$ cat config.mk
export PLATFORM = sky130hd
export DESIGN_NAME = seg7_count_display
export DESIGN_NICKNAME = d
export VERILOG_FILES = /design/src/rtl/seg7_pkg.sv /design/src/rtl/seg7_count_display_bin2bcd.sv /design/src/rtl/seg7_count_display.sv
export SDC_FILE = /design/constraint.sdc
export NUM_CORES = 1
export LEC_CHECK = 0
export BUFFER_PORTS_ARGS = -buffer_cell sky130_fd_sc_hd__buf_4
export CAP_MARGIN = 15
export CORE_UTILIZATION = 40
export CTS_CLUSTER_DIAMETER = 80
export DETAILED_ROUTE_END_ITERATION = 8
export PLACE_DENSITY_LB_ADDON = 0.1
export SYNTH_ARGS = -nofsm -noshare
export SYNTH_HDL_FRONTEND = slang
export SYNTH_HIERARCHICAL = 1
export SYNTH_SLANG_ARGS = --single-unit
$ cat constraint.sdc
create_clock -name clk -period 2.8 [get_ports clk]
set_clock_uncertainty 0.05 [all_clocks]
set_input_delay 0.84 -clock clk [delete_from_list [all_inputs] [get_ports clk]]
set_output_delay 0.84 -clock clk [all_outputs]
set_load 0.01 [all_outputs]
$ cat src/rtl/seg7_pkg.sv
// -----------------------------------------------------------------------------
// seg7_pkg
// Shared constants and types for the seven-segment count display.
//   NUM_DIGITS    number of multiplexed digits on the board display
//   SEG_BLANK     all cathodes off (active-low)
//   SEG_PAT[0:9]  active-low {g,f,e,d,c,b,a} patterns for decimal digits
//   conv_state_t  binary-to-BCD conversion FSM states
//   seg_decode()  nibble -> segment pattern; 10..15 decode to blank
// -----------------------------------------------------------------------------
package seg7_pkg;

    localparam int NUM_DIGITS = 4;

    localparam logic [6:0] SEG_BLANK = 7'h7F;

    localparam logic [6:0] SEG_PAT [0:9] = '{
        7'b1000000,  // 0
        7'b1111001,  // 1
        7'b0100100,  // 2
        7'b0110000,  // 3
        7'b0011001,  // 4
        7'b0010010,  // 5
        7'b0000010,  // 6
        7'b1111000,  // 7
        7'b0000000,  // 8
        7'b0010000   // 9
    };

    typedef enum logic [1:0] {
        IDLE  = 2'd0,
        SHIFT = 2'd1,
        DONE  = 2'd2
    } conv_state_t;

    // Non-decimal nibbles cannot come out of a correct conversion; show
    // nothing rather than a misleading glyph if one ever does.
    function automatic logic [6:0] seg_decode(input logic [3:0] nibble);
        logic [6:0] pat;
        pat = SEG_BLANK;
        if (nibble <= 4'd9) begin
            pat = SEG_PAT[nibble];
        end
        return pat;
    endfunction

endpackage

$ cat src/rtl/seg7_count_display_bin2bcd.sv
// -----------------------------------------------------------------------------
// bin2bcd_seq
// Sequential double-dabble converter: one binary bit per clock.
//   clk    in   system clock
//   rst    in   asynchronous active-low reset; aborts any conversion
//   start  in   load bin and begin converting (honoured only while idle)
//   bin    in   CNT_W-bit unsigned value
//   busy   out  high while SHIFT or DONE (new start requests ignored)
//   done   out  one-cycle strobe; bcd holds the complete result this cycle
//   bcd    out  16-bit packed BCD, four nibbles, nibble 0 = units
// Timing: start seen on edge 0, CNT_W shift edges, then one DONE cycle.
// -----------------------------------------------------------------------------
module bin2bcd_seq
    import seg7_pkg::*;
#(
    parameter int CNT_W = 6
) (
    input  logic             clk,
    input  logic             rst,
    input  logic             start,
    input  logic [CNT_W-1:0] bin,
    output logic             busy,
    output logic             done,
    output logic [15:0]      bcd
);

    localparam int SR_W = CNT_W + 16;
    localparam int BC_W = (CNT_W < 2) ? 1 : $clog2(CNT_W);

    conv_state_t      state_reg;
    conv_state_t      state_next;
    logic [SR_W-1:0]  shift_reg;
    logic [SR_W-1:0]  shift_next;
    logic [BC_W-1:0]  bit_cnt_reg;
    logic [BC_W-1:0]  bit_cnt_next;
    logic [15:0]      bcd_adj;

    // Add-3 correction on every BCD nibble that would overflow past 9
    // once doubled by the following shift.
    generate
        for (genvar gi = 0; gi < NUM_DIGITS; gi++) begin : g_adj
            assign bcd_adj[gi*4 +: 4] =
                (shift_reg[CNT_W + gi*4 +: 4] >= 4'd5)
                    ? shift_reg[CNT_W + gi*4 +: 4] + 4'd3
                    : shift_reg[CNT_W + gi*4 +: 4];
        end
    endgenerate

    always_ff @(posedge clk or negedge rst) begin
        if (!rst) begin
            state_reg   <= IDLE;
            shift_reg   <= '0;
            bit_cnt_reg <= '0;
        end else begin
            state_reg   <= state_next;
            shift_reg   <= shift_next;
            bit_cnt_reg <= bit_cnt_next;
        end
    end

    always_comb begin
        state_next   = state_reg;
        shift_next   = shift_reg;
        bit_cnt_next = bit_cnt_reg;
        case (state_reg)
            IDLE: begin
                if (start) begin
                    shift_next   = {16'd0, bin};
                    bit_cnt_next = '0;
                    state_next   = SHIFT;
                end
            end
            SHIFT: begin
                // The top BCD bit never carries out for inputs up to 13 bits.
                shift_next   = {bcd_adj, shift_reg[CNT_W-1:0]} << 1;
                bit_cnt_next = bit_cnt_reg + 1'b1;
                if (bit_cnt_reg == BC_W'(CNT_W - 1)) begin
                    state_next = DONE;
                end
            end
            DONE: begin
                state_next = IDLE;
            end
            default: begin
                state_next = IDLE;
            end
        endcase
    end

    assign busy = (state_reg != IDLE);
    assign done = (state_reg == DONE);
    assign bcd  = shift_reg[SR_W-1 -: 16];

endmodule

$ cat src/rtl/seg7_count_display.sv
// -----------------------------------------------------------------------------
// seg7_count_display
// Shows an unsigned binary count in decimal on a four-digit common-anode
// seven-segment display, with optional leading-zero blanking.
//   clk  in   system clock
//   rst  in   asynchronous active-low reset
//   cnt  in   CNT_W-bit binary value, may change any cycle
//   seg  out  cathodes {g,f,e,d,c,b,a}, active-low
//   an   out  anodes, active-low one-hot, an[0] = rightmost digit
//   dp   out  decimal point, active-low, always off
// Parameters: CNT_W (1..13), REFRESH_DIV (clk cycles per digit slot, >= 2),
//   LZ_BLANK (nonzero = blank leading zeros, digit 0 always lit).
// -----------------------------------------------------------------------------
module seg7_count_display
    import seg7_pkg::*;
#(
    parameter int CNT_W       = 6,
    parameter int REFRESH_DIV = 100000,
    parameter int LZ_BLANK    = 1
) (
    input  logic             clk,
    input  logic             rst,
    input  logic [CNT_W-1:0] cnt,
    output logic [6:0]       seg,
    output logic [3:0]       an,
    output logic             dp
);

    generate
        if (CNT_W < 1 || CNT_W > 13) begin : g_bad_cnt_w
            $error("seg7_count_display: CNT_W must be 1..13");
        end
        if (REFRESH_DIV < 2) begin : g_bad_refresh_div
            $error("seg7_count_display: REFRESH_DIV must be >= 2");
        end
    endgenerate

    localparam int PRE_W = (REFRESH_DIV < 2) ? 1 : $clog2(REFRESH_DIV);

    logic [CNT_W-1:0]  last_bin_reg;
    logic [15:0]       disp_bcd;
    logic [PRE_W-1:0]  pre_reg;
    logic [1:0]        idx_reg;
    logic [3:0]        an_reg;
    logic [6:0]        seg_reg;

    logic              conv_start;
    logic              conv_busy;
    logic              conv_done;
    logic [15:0]       conv_bcd;

    logic [NUM_DIGITS-1:1] upper_zero;
    logic [NUM_DIGITS-1:0] digit_blank;
    logic [6:0]            digit_seg [NUM_DIGITS];

    // A change is only acted on while the converter is idle; whatever cnt
    // holds at that moment is what gets converted, so values that come and
    // go during a conversion are simply skipped.
    assign conv_start = !conv_busy && (cnt != last_bin_reg);

    bin2bcd_seq #(
        .CNT_W (CNT_W)
    ) u_bin2bcd (
        .clk   (clk),
        .rst   (rst),
        .start (conv_start),
        .bin   (cnt),
        .busy  (conv_busy),
        .done  (conv_done),
        .bcd   (conv_bcd)
    );

    // disp_bcd is written only from the DONE strobe, so it never holds a
    // partially shifted value.
    always_ff @(posedge clk or negedge rst) begin
        if (!rst) begin
            last_bin_reg <= '0;
            disp_bcd     <= '0;
        end else begin
            if (conv_start) begin
                last_bin_reg <= cnt;
            end
            if (conv_done) begin
                disp_bcd <= conv_bcd;
            end
        end
    end

    // Digit-slot prescaler and scan index.
    always_ff @(posedge clk or negedge rst) begin
        if (!rst) begin
            pre_reg <= '0;
            idx_reg <= '0;
        end else if (pre_reg == PRE_W'(REFRESH_DIV - 1)) begin
            pre_reg <= '0;
            idx_reg <= idx_reg + 2'd1;
        end else begin
            pre_reg <= pre_reg + 1'b1;
        end
    end

    // Digit i (i > 0) is a leading zero when it and every digit above it
    // are zero.
    generate
        for (genvar gi = 0; gi < NUM_DIGITS; gi++) begin : g_digit
            if (gi == 0) begin : g_units
                assign digit_blank[gi] = 1'b0;
            end else begin : g_upper
                assign upper_zero[gi]  = (disp_bcd[4*NUM_DIGITS-1 : 4*gi] == '0);
                assign digit_blank[gi] = (LZ_BLANK != 0) && upper_zero[gi];
            end
            assign digit_seg[gi] = digit_blank[gi] ? SEG_BLANK
                                                   : seg_decode(disp_bcd[gi*4 +: 4]);
        end
    endgenerate

    // Registered drive so anode and cathode change together, one clock
    // after the scan index moves.
    always_ff @(posedge clk or negedge rst) begin
        if (!rst) begin
            an_reg  <= 4'b1110;
            seg_reg <= SEG_PAT[0];
        end else begin
            an_reg  <= ~(4'b0001 << idx_reg);
            seg_reg <= digit_seg[idx_reg];
        end
    end

    assign an  = an_reg;
    assign seg = seg_reg;
    assign dp  = 1'b1;

endmodule
==> results.yml, run 1 <==
run_status:
  outcome: "finished, violations left"
  violations: "DRC"
timing:
  slew_viol_final: 0
  slew_headroom_pct: 56.5
  post-route-period-util_pct: 74.4
  fin_setup_tns_ns: 0
  finalCriticalPeriod_ns: 2.08
  setup_violations: 0
  layout_setup_ws_ns: 0.716
  rsz0062_at_grt: "false"
  worst_slew_pin_slew_ns: 0.653
  max_clock_freq_mhz: 480
  finalHoldViolations: 0
critical_path:
  arrival_ns: 2.26
  worstRegToRegCells: 5
  endpoint_kind: "flip-flop"
  cp_max_fo: 15
  path_class: "reg -> reg"
  required_ns: 2.98
  cp-start-kind: "flip-flop"
global_route:
  grt_use_total_pct: 16.0
  grt_pass1_wl_mm: 15.6
  grt_start_max_net_pins: 42
  gr-total-overflow: 0
  antenna_found_initial: 0
  grt_pass1_vias: 3167
placed_design:
  port_buffers: 18
  gp_congestion: 0.772
  dp.final_hpwl_mm: 6.43
  pre_cts_ws_ns: 0.373
logic_synthesis:
  ys_seq_elements: 79
  syn_area_sq_um: 4750
  yosys_warnings: 6
  synthArstFlopShare_pct: 100
  synth_xor_area_share_pct: 4.42
  synth_enable_flop_cells: 0
  avgSynthCellArea_sq_um: 10.4
  seq_area_frac_synth_pct: 41.7
  synth-simple-area-share_pct: 13.1
  synth_cell_type_count: 62
  syn_inst: 458
  synthFlopType: "dfrtp_1"
  synth_mux_area_share_pct: 4.63
  synth_compound_area_share_pct: 18.3
  synth_top_family_by_area: "compound AO/OA/AOI/OAI gates"
  synthAdderAreaFrac_pct: 9.21
  syn_nets: 501
clock_tree:
  clockRootBuffer: "clkbuf_16"
  post-cts-setup-buffers: 0
  clock_sinks: 79
  insertion_delay_ns: 0.34
  cts_buffer_depth: 2
  postCtsHoldBufs: 0
  ctsHtreeMaxLevel: 3
  tritoncts: "done"
  cts_buffers: 9
  clk_pin_slew_ns: 0.06
  cts_resized: 0
final_layout:
  fin_util_pct: 44.6
  area_growth_pct: 7.97
  final_common_cell: "dfrtp_1"
  drive_above_1_share_pct: 17.4
  diodes: 0
  largest_reg_flops: 22
  nets: 499
  final_cell_mix: "75 x dfrtp_1, 42 x nand2_1, 37 x inv_1"
floorplanning:
  io_pins: 20
  die_area_sq_um: 12300
  coreArea_sq_um: 11500
  core.rowCount: 39
  die_x_um: 111
  initial_core_util_pct: 41.3
  die_h_um: 111
pwr:
  p_per_area_nw_per_um2: 1020
  p_leak_nw: 2.24
  ir_drop_mv: 0.616
detailed_routing:
  drtPass1Iterations: 6
  drtIter0Drc: 189
  drc_errors: 8
  viasPerCell: 5.25
  ant_nets: 0
  via_count: 3170
  drt_wl_total_mm: 9.02
  wire_per_inst_um: 14.9
hold_path:
  hold_path_class: "in -> async"
job:
  maxCapViolations: 0
final cells by class:
| cell class | instances | area, sq um |
|---|---|---|
| timing repair buffer | 22 | 178 |
| tap | 143 | 179 |
| inverter | 38 | 143 |
| multi-input combinational | 306 | 2360 |
| fill | 1105 | 6380 |
| clock inverter | 2 | 13.8 |
| clock buffer | 14 | 274 |
| sequential | 79 | 1980 |
layer usage:
layer  track usage, %  share of wire [%]  vias up
met1             21.8                 51     1533
met5                0                  0        -
met4             5.41               0.82        0
li1                 -                  -     1602
met3             4.65                2.9        4
met2             24.3                 45       31
metrics by stage:
stage	cells	area [sq um]	hold slack, ns	power, mW
after floorplan	458	4750	0.403	3.79
after global placement	588	4850	0.425	4.08
after detailed placement	588	4850	0.434	4.13
after CTS	604	5130	0.440	5.30
after global routing	604	5130	0.470	5.64
final	604	5130	0.432	5.22
cells by family after synthesis:
group                    count (synthesis)
AO/OA/AOI/OAI                          110
other                                    1
buffers and inverters                   73
AND/OR/NAND/NOR                        116
flip-flops                              79
XOR/XNOR                                24
multiplexers                            20
adder cells (fa/ha/maj)                 35
cell usage after synthesis (5+ instances only):
| master | n | share of area, % |
|---|---|---|
| o2111ai_1 | 9 | 1.7 |
| buf_4 | 18 | 2.8 |
| nand3_1 | 14 | 1.5 |
| xnor2_1 | 15 | 2.8 |
| nor2b_1 | 8 | 1.1 |
| o211ai_1 | 12 | 1.9 |
| nand2_1 | 42 | 3.3 |
| inv_1 | 37 | 2.9 |
| nand2b_1 | 7 | 0.92 |
| o21ai_1 | 8 | 0.84 |
| clkbuf_1 | 6 | 0.47 |
| nor2_1 | 20 | 1.6 |
| dfrtp_1 | 75 | 39 |
| a32o_1 | 9 | 1.9 |
| mux2_2 | 16 | 3.8 |
| a21oi_1 | 12 | 1.3 |
| o21ai_0 | 15 | 1.6 |
| ha_1 | 35 | 9.2 |
| nor3_1 | 5 | 0.53 |
| a22oi_1 | 5 | 0.79 |
| xor2_1 | 9 | 1.7 |
| buf_6 | 6 | 1.4 |
worst max-delay path: stages, from the launching register on:
cell,delay [ns]
dfrtp_1,0.48
or2_2,0.44
a31oi_1,0.31
o21ba_4,0.34
o31ai_1,0.12
a32o_2,0.22
power breakdown:
part	leakage, nW	switching [mW]	internal, mW	total [mW]
clock network	0.143	0.444	0.674	1.12
registers	1.02	0.332	1.47	1.80
logic	1.07	1.26	1.04	2.30
total	2.24	2.04	3.18	5.22
path summary, 6_finish.rpt:
check,slack (ns),endpoint,from
max,0.72,u_bin2bcd/shift_reg[13],u_bin2bcd/state_reg[1]
min,0.43,disp_bcd[12],rst
max reg2reg,0.72,u_bin2bcd/shift_reg[13],u_bin2bcd/state_reg[1]
min reg2reg,0.44,pre_reg[0],pre_reg[0]
max in group asynchronous,1.62,an[1],rst
min in group clk,0.44,pre_reg[0],pre_reg[0]
Note: power is estimated with default switching activity, not from simulation.
==> run 2, diff against run 1 <==
- clock period: 2.8 -> 1.9 ns (I/O delays scaled with it)
==> run 2 against run 1 <==
Net effect:
- the run still ends with DRC left
- core utilization grew 2.6 points
- global-route usage grew 0.39 points
- sequential share of layout area shrank 2.1 points
- combinational power grew 63%
- register-to-register slack lost 0.59 ns
- hold slack lost 0.32 ns
- sequential power grew 44%
- die area is the same
- first-iteration DRC count shrank 15%
- sequential cell count is the same
- fmax grew 17%
- clock power grew 72%
- critical path type unchanged
- largest cell class unchanged
==> results.yml, run 2 (same netlist as run 1, synthesis figures left out) <==
pwr:
  p_leak_nw: 2.40
  switching_share_pct: 38.1
  p_seq_share_pct: 31.3
  p_per_area_nw_per_um2: 1520
  p_int_mw: 5.12
  p_comb_share_pct: 45.4
  p_sw_mw: 3.16
  p_clk_share_pct: 23.3
  ir_drop_mv: 0.506
floorplanning:
  initial_core_util_pct: 41.3
  coreArea_sq_um: 11500
  core.rowCount: 39
  die_h_um: 111
  io_pins: 20
  die_area_sq_um: 12300
  die_x_um: 111
detailed_routing:
  drt_wl_total_mm: 9.27
  ant_nets: 0
  viasPerCell: 5.22
  drc_errors: 4
  wire_per_inst_um: 14.7
  drtPass1Iterations: 7
  via_count: 3294
  drtIter0Drc: 161
final_layout:
  stdcell_count: 631
  diodes: 0
  fin_area_sq_um: 5440
  final_common_cell: "dfrtp_1"
  drive_above_1_share_pct: 24.0
  nets: 526
  largest_reg_flops: 22
  final_cell_mix: "75 x dfrtp_1, 46 x buf_4, 42 x nand2_1"
  area_growth_pct: 14.3
clock_tree:
  tritoncts: "done"
  ctsHtreeMaxLevel: 3
  clockRootBuffer: "clkbuf_16"
  cts_buffers: 9
  clk_pin_slew_ns: 0.06
  postCtsHoldBufs: 0
  insertion_delay_ns: 0.35
  clock_sinks: 79
  cts_buffer_depth: 2
timing:
  holdWs_ns: 0.116
  fin_setup_tns_ns: 0
  layout_setup_ws_ns: 0.122
  max_clock_freq_mhz: 563
  post-route-period-util_pct: 93.6
  setup_violations: 0
  finalHoldViolations: 0
  rsz0062_at_grt: "false"
  slew_viol_final: 0
  finalCriticalPeriod_ns: 1.78
hold_path:
  hold_path_class: "in -> async"
run_status:
  violations: "DRC"
  outcome: "finished, violations left"
placed_design:
  port_buffers: 18
  placed_cells: 614
  gp_congestion: 0.809
  placed_cell_area_sq_um: 5070
  pre_cts_ws_ns: -0.137
  dp.final_hpwl_mm: 6.67
critical_path:
  cp_cell_sequence: "or2_2, a31oi_2, o21ba_4, o31ai_1, a32o_2"
  slowest_stage: "dfrtp_1"
  cp_max_fo: 15
  path_class: "reg -> reg"
  arrival_ns: 1.96
  required_ns: 2.08
  endpoint_kind: "flip-flop"
  cp-start-kind: "flip-flop"
  slowest_delay_ns: 0.37
global_route:
  grt_start_max_net_pins: 30
  gr-total-overflow: 0
  antenna_found_initial: 0
  grt_pass1_wl_mm: 16.0
  grt_use_total_pct: 16.4
  grt_pass1_vias: 3229
job:
  maxCapViolations: 0
## run 2: cell count changes in the layout (fill, tap and decap cells not counted), moves of 2 or more
cell,change
buf_12,+2
buf_4,+25
bufinv_16,+2
clkbuf_1,-2
clkbuf_8,-2
ha_1,-2
inv_1,-2
inv_2,+2
inv_6,+2
## run 2: worst max-delay path, delay by kind of cell (launching register included)
kind | cells | cell delay [ns]
AND/OR/NAND/NOR | 1 | 0.33
flip-flops | 1 | 0.37
AO/OA/AOI/OAI | 4 | 0.91
## run 2: metal layers
layer  GRT usage, %  up-vias  share of wire, %
li1               -     1659                 -
met1           22.9     1578                51
met2           24.4       42                44
met3           2.68       15               2.7
met4           8.56        0               2.4
met5              0        -                 0
## run 2: final timing paths
kind	from	endpoint	slack, ns	cells past startpoint
min reg2reg	pre_reg[0]	pre_reg[0]	0.44	1
max reg2reg	u_bin2bcd/state_reg[1]	u_bin2bcd/shift_reg[9]	0.12	5
max	u_bin2bcd/state_reg[1]	u_bin2bcd/shift_reg[9]	0.12	5
min	rst	seg[2]	0.12	1
min in group clk	pre_reg[0]	pre_reg[0]	0.44	1
max in group asynchronous	rst	an[1]	1.15	2
## run 2: timing repair
| item | 4_1_cts | 5_1_grt |
|---|---|---|
| resized for setup | 0 | 8 |
| buffers inserted | 0 | 1 |
| endpoints found under the setup margin | 0 | 7 |
## run 2: per-stage QoR
stage,utilization [%],total power [mW]
floorplan,-,5.60
global placement,44.0,6.25
detailed placement,44.0,6.32
CTS,46.9,8.30
global route,47.2,8.91
finish,47.2,8.28
## run 2: area by class of cell
type | count | area, sq um
Clock buffer | 10 | 239
Clock inverter | 6 | 90.1
Fill cell | 1109 | 6080
Inverter | 38 | 143
Tap cell | 143 | 179
Multi-Input combinational cell | 306 | 2400
Timing Repair Buffer | 49 | 405
Sequential cell | 79 | 1980
## run 2: power by group through the flow
stage | Combinational (mW) | Sequential [mW] | Clock [mW]
6_report | 3.76 | 2.59 | 1.93
5_1_grt | 4.19 | 2.67 | 2.05
4_1_cts | 3.73 | 2.59 | 1.98
3_5_place_dp | 3.70 | 2.62 | 0
3_3_place_gp | 3.65 | 2.60 | 0
2_1_floorplan | 3.07 | 2.53 | 0
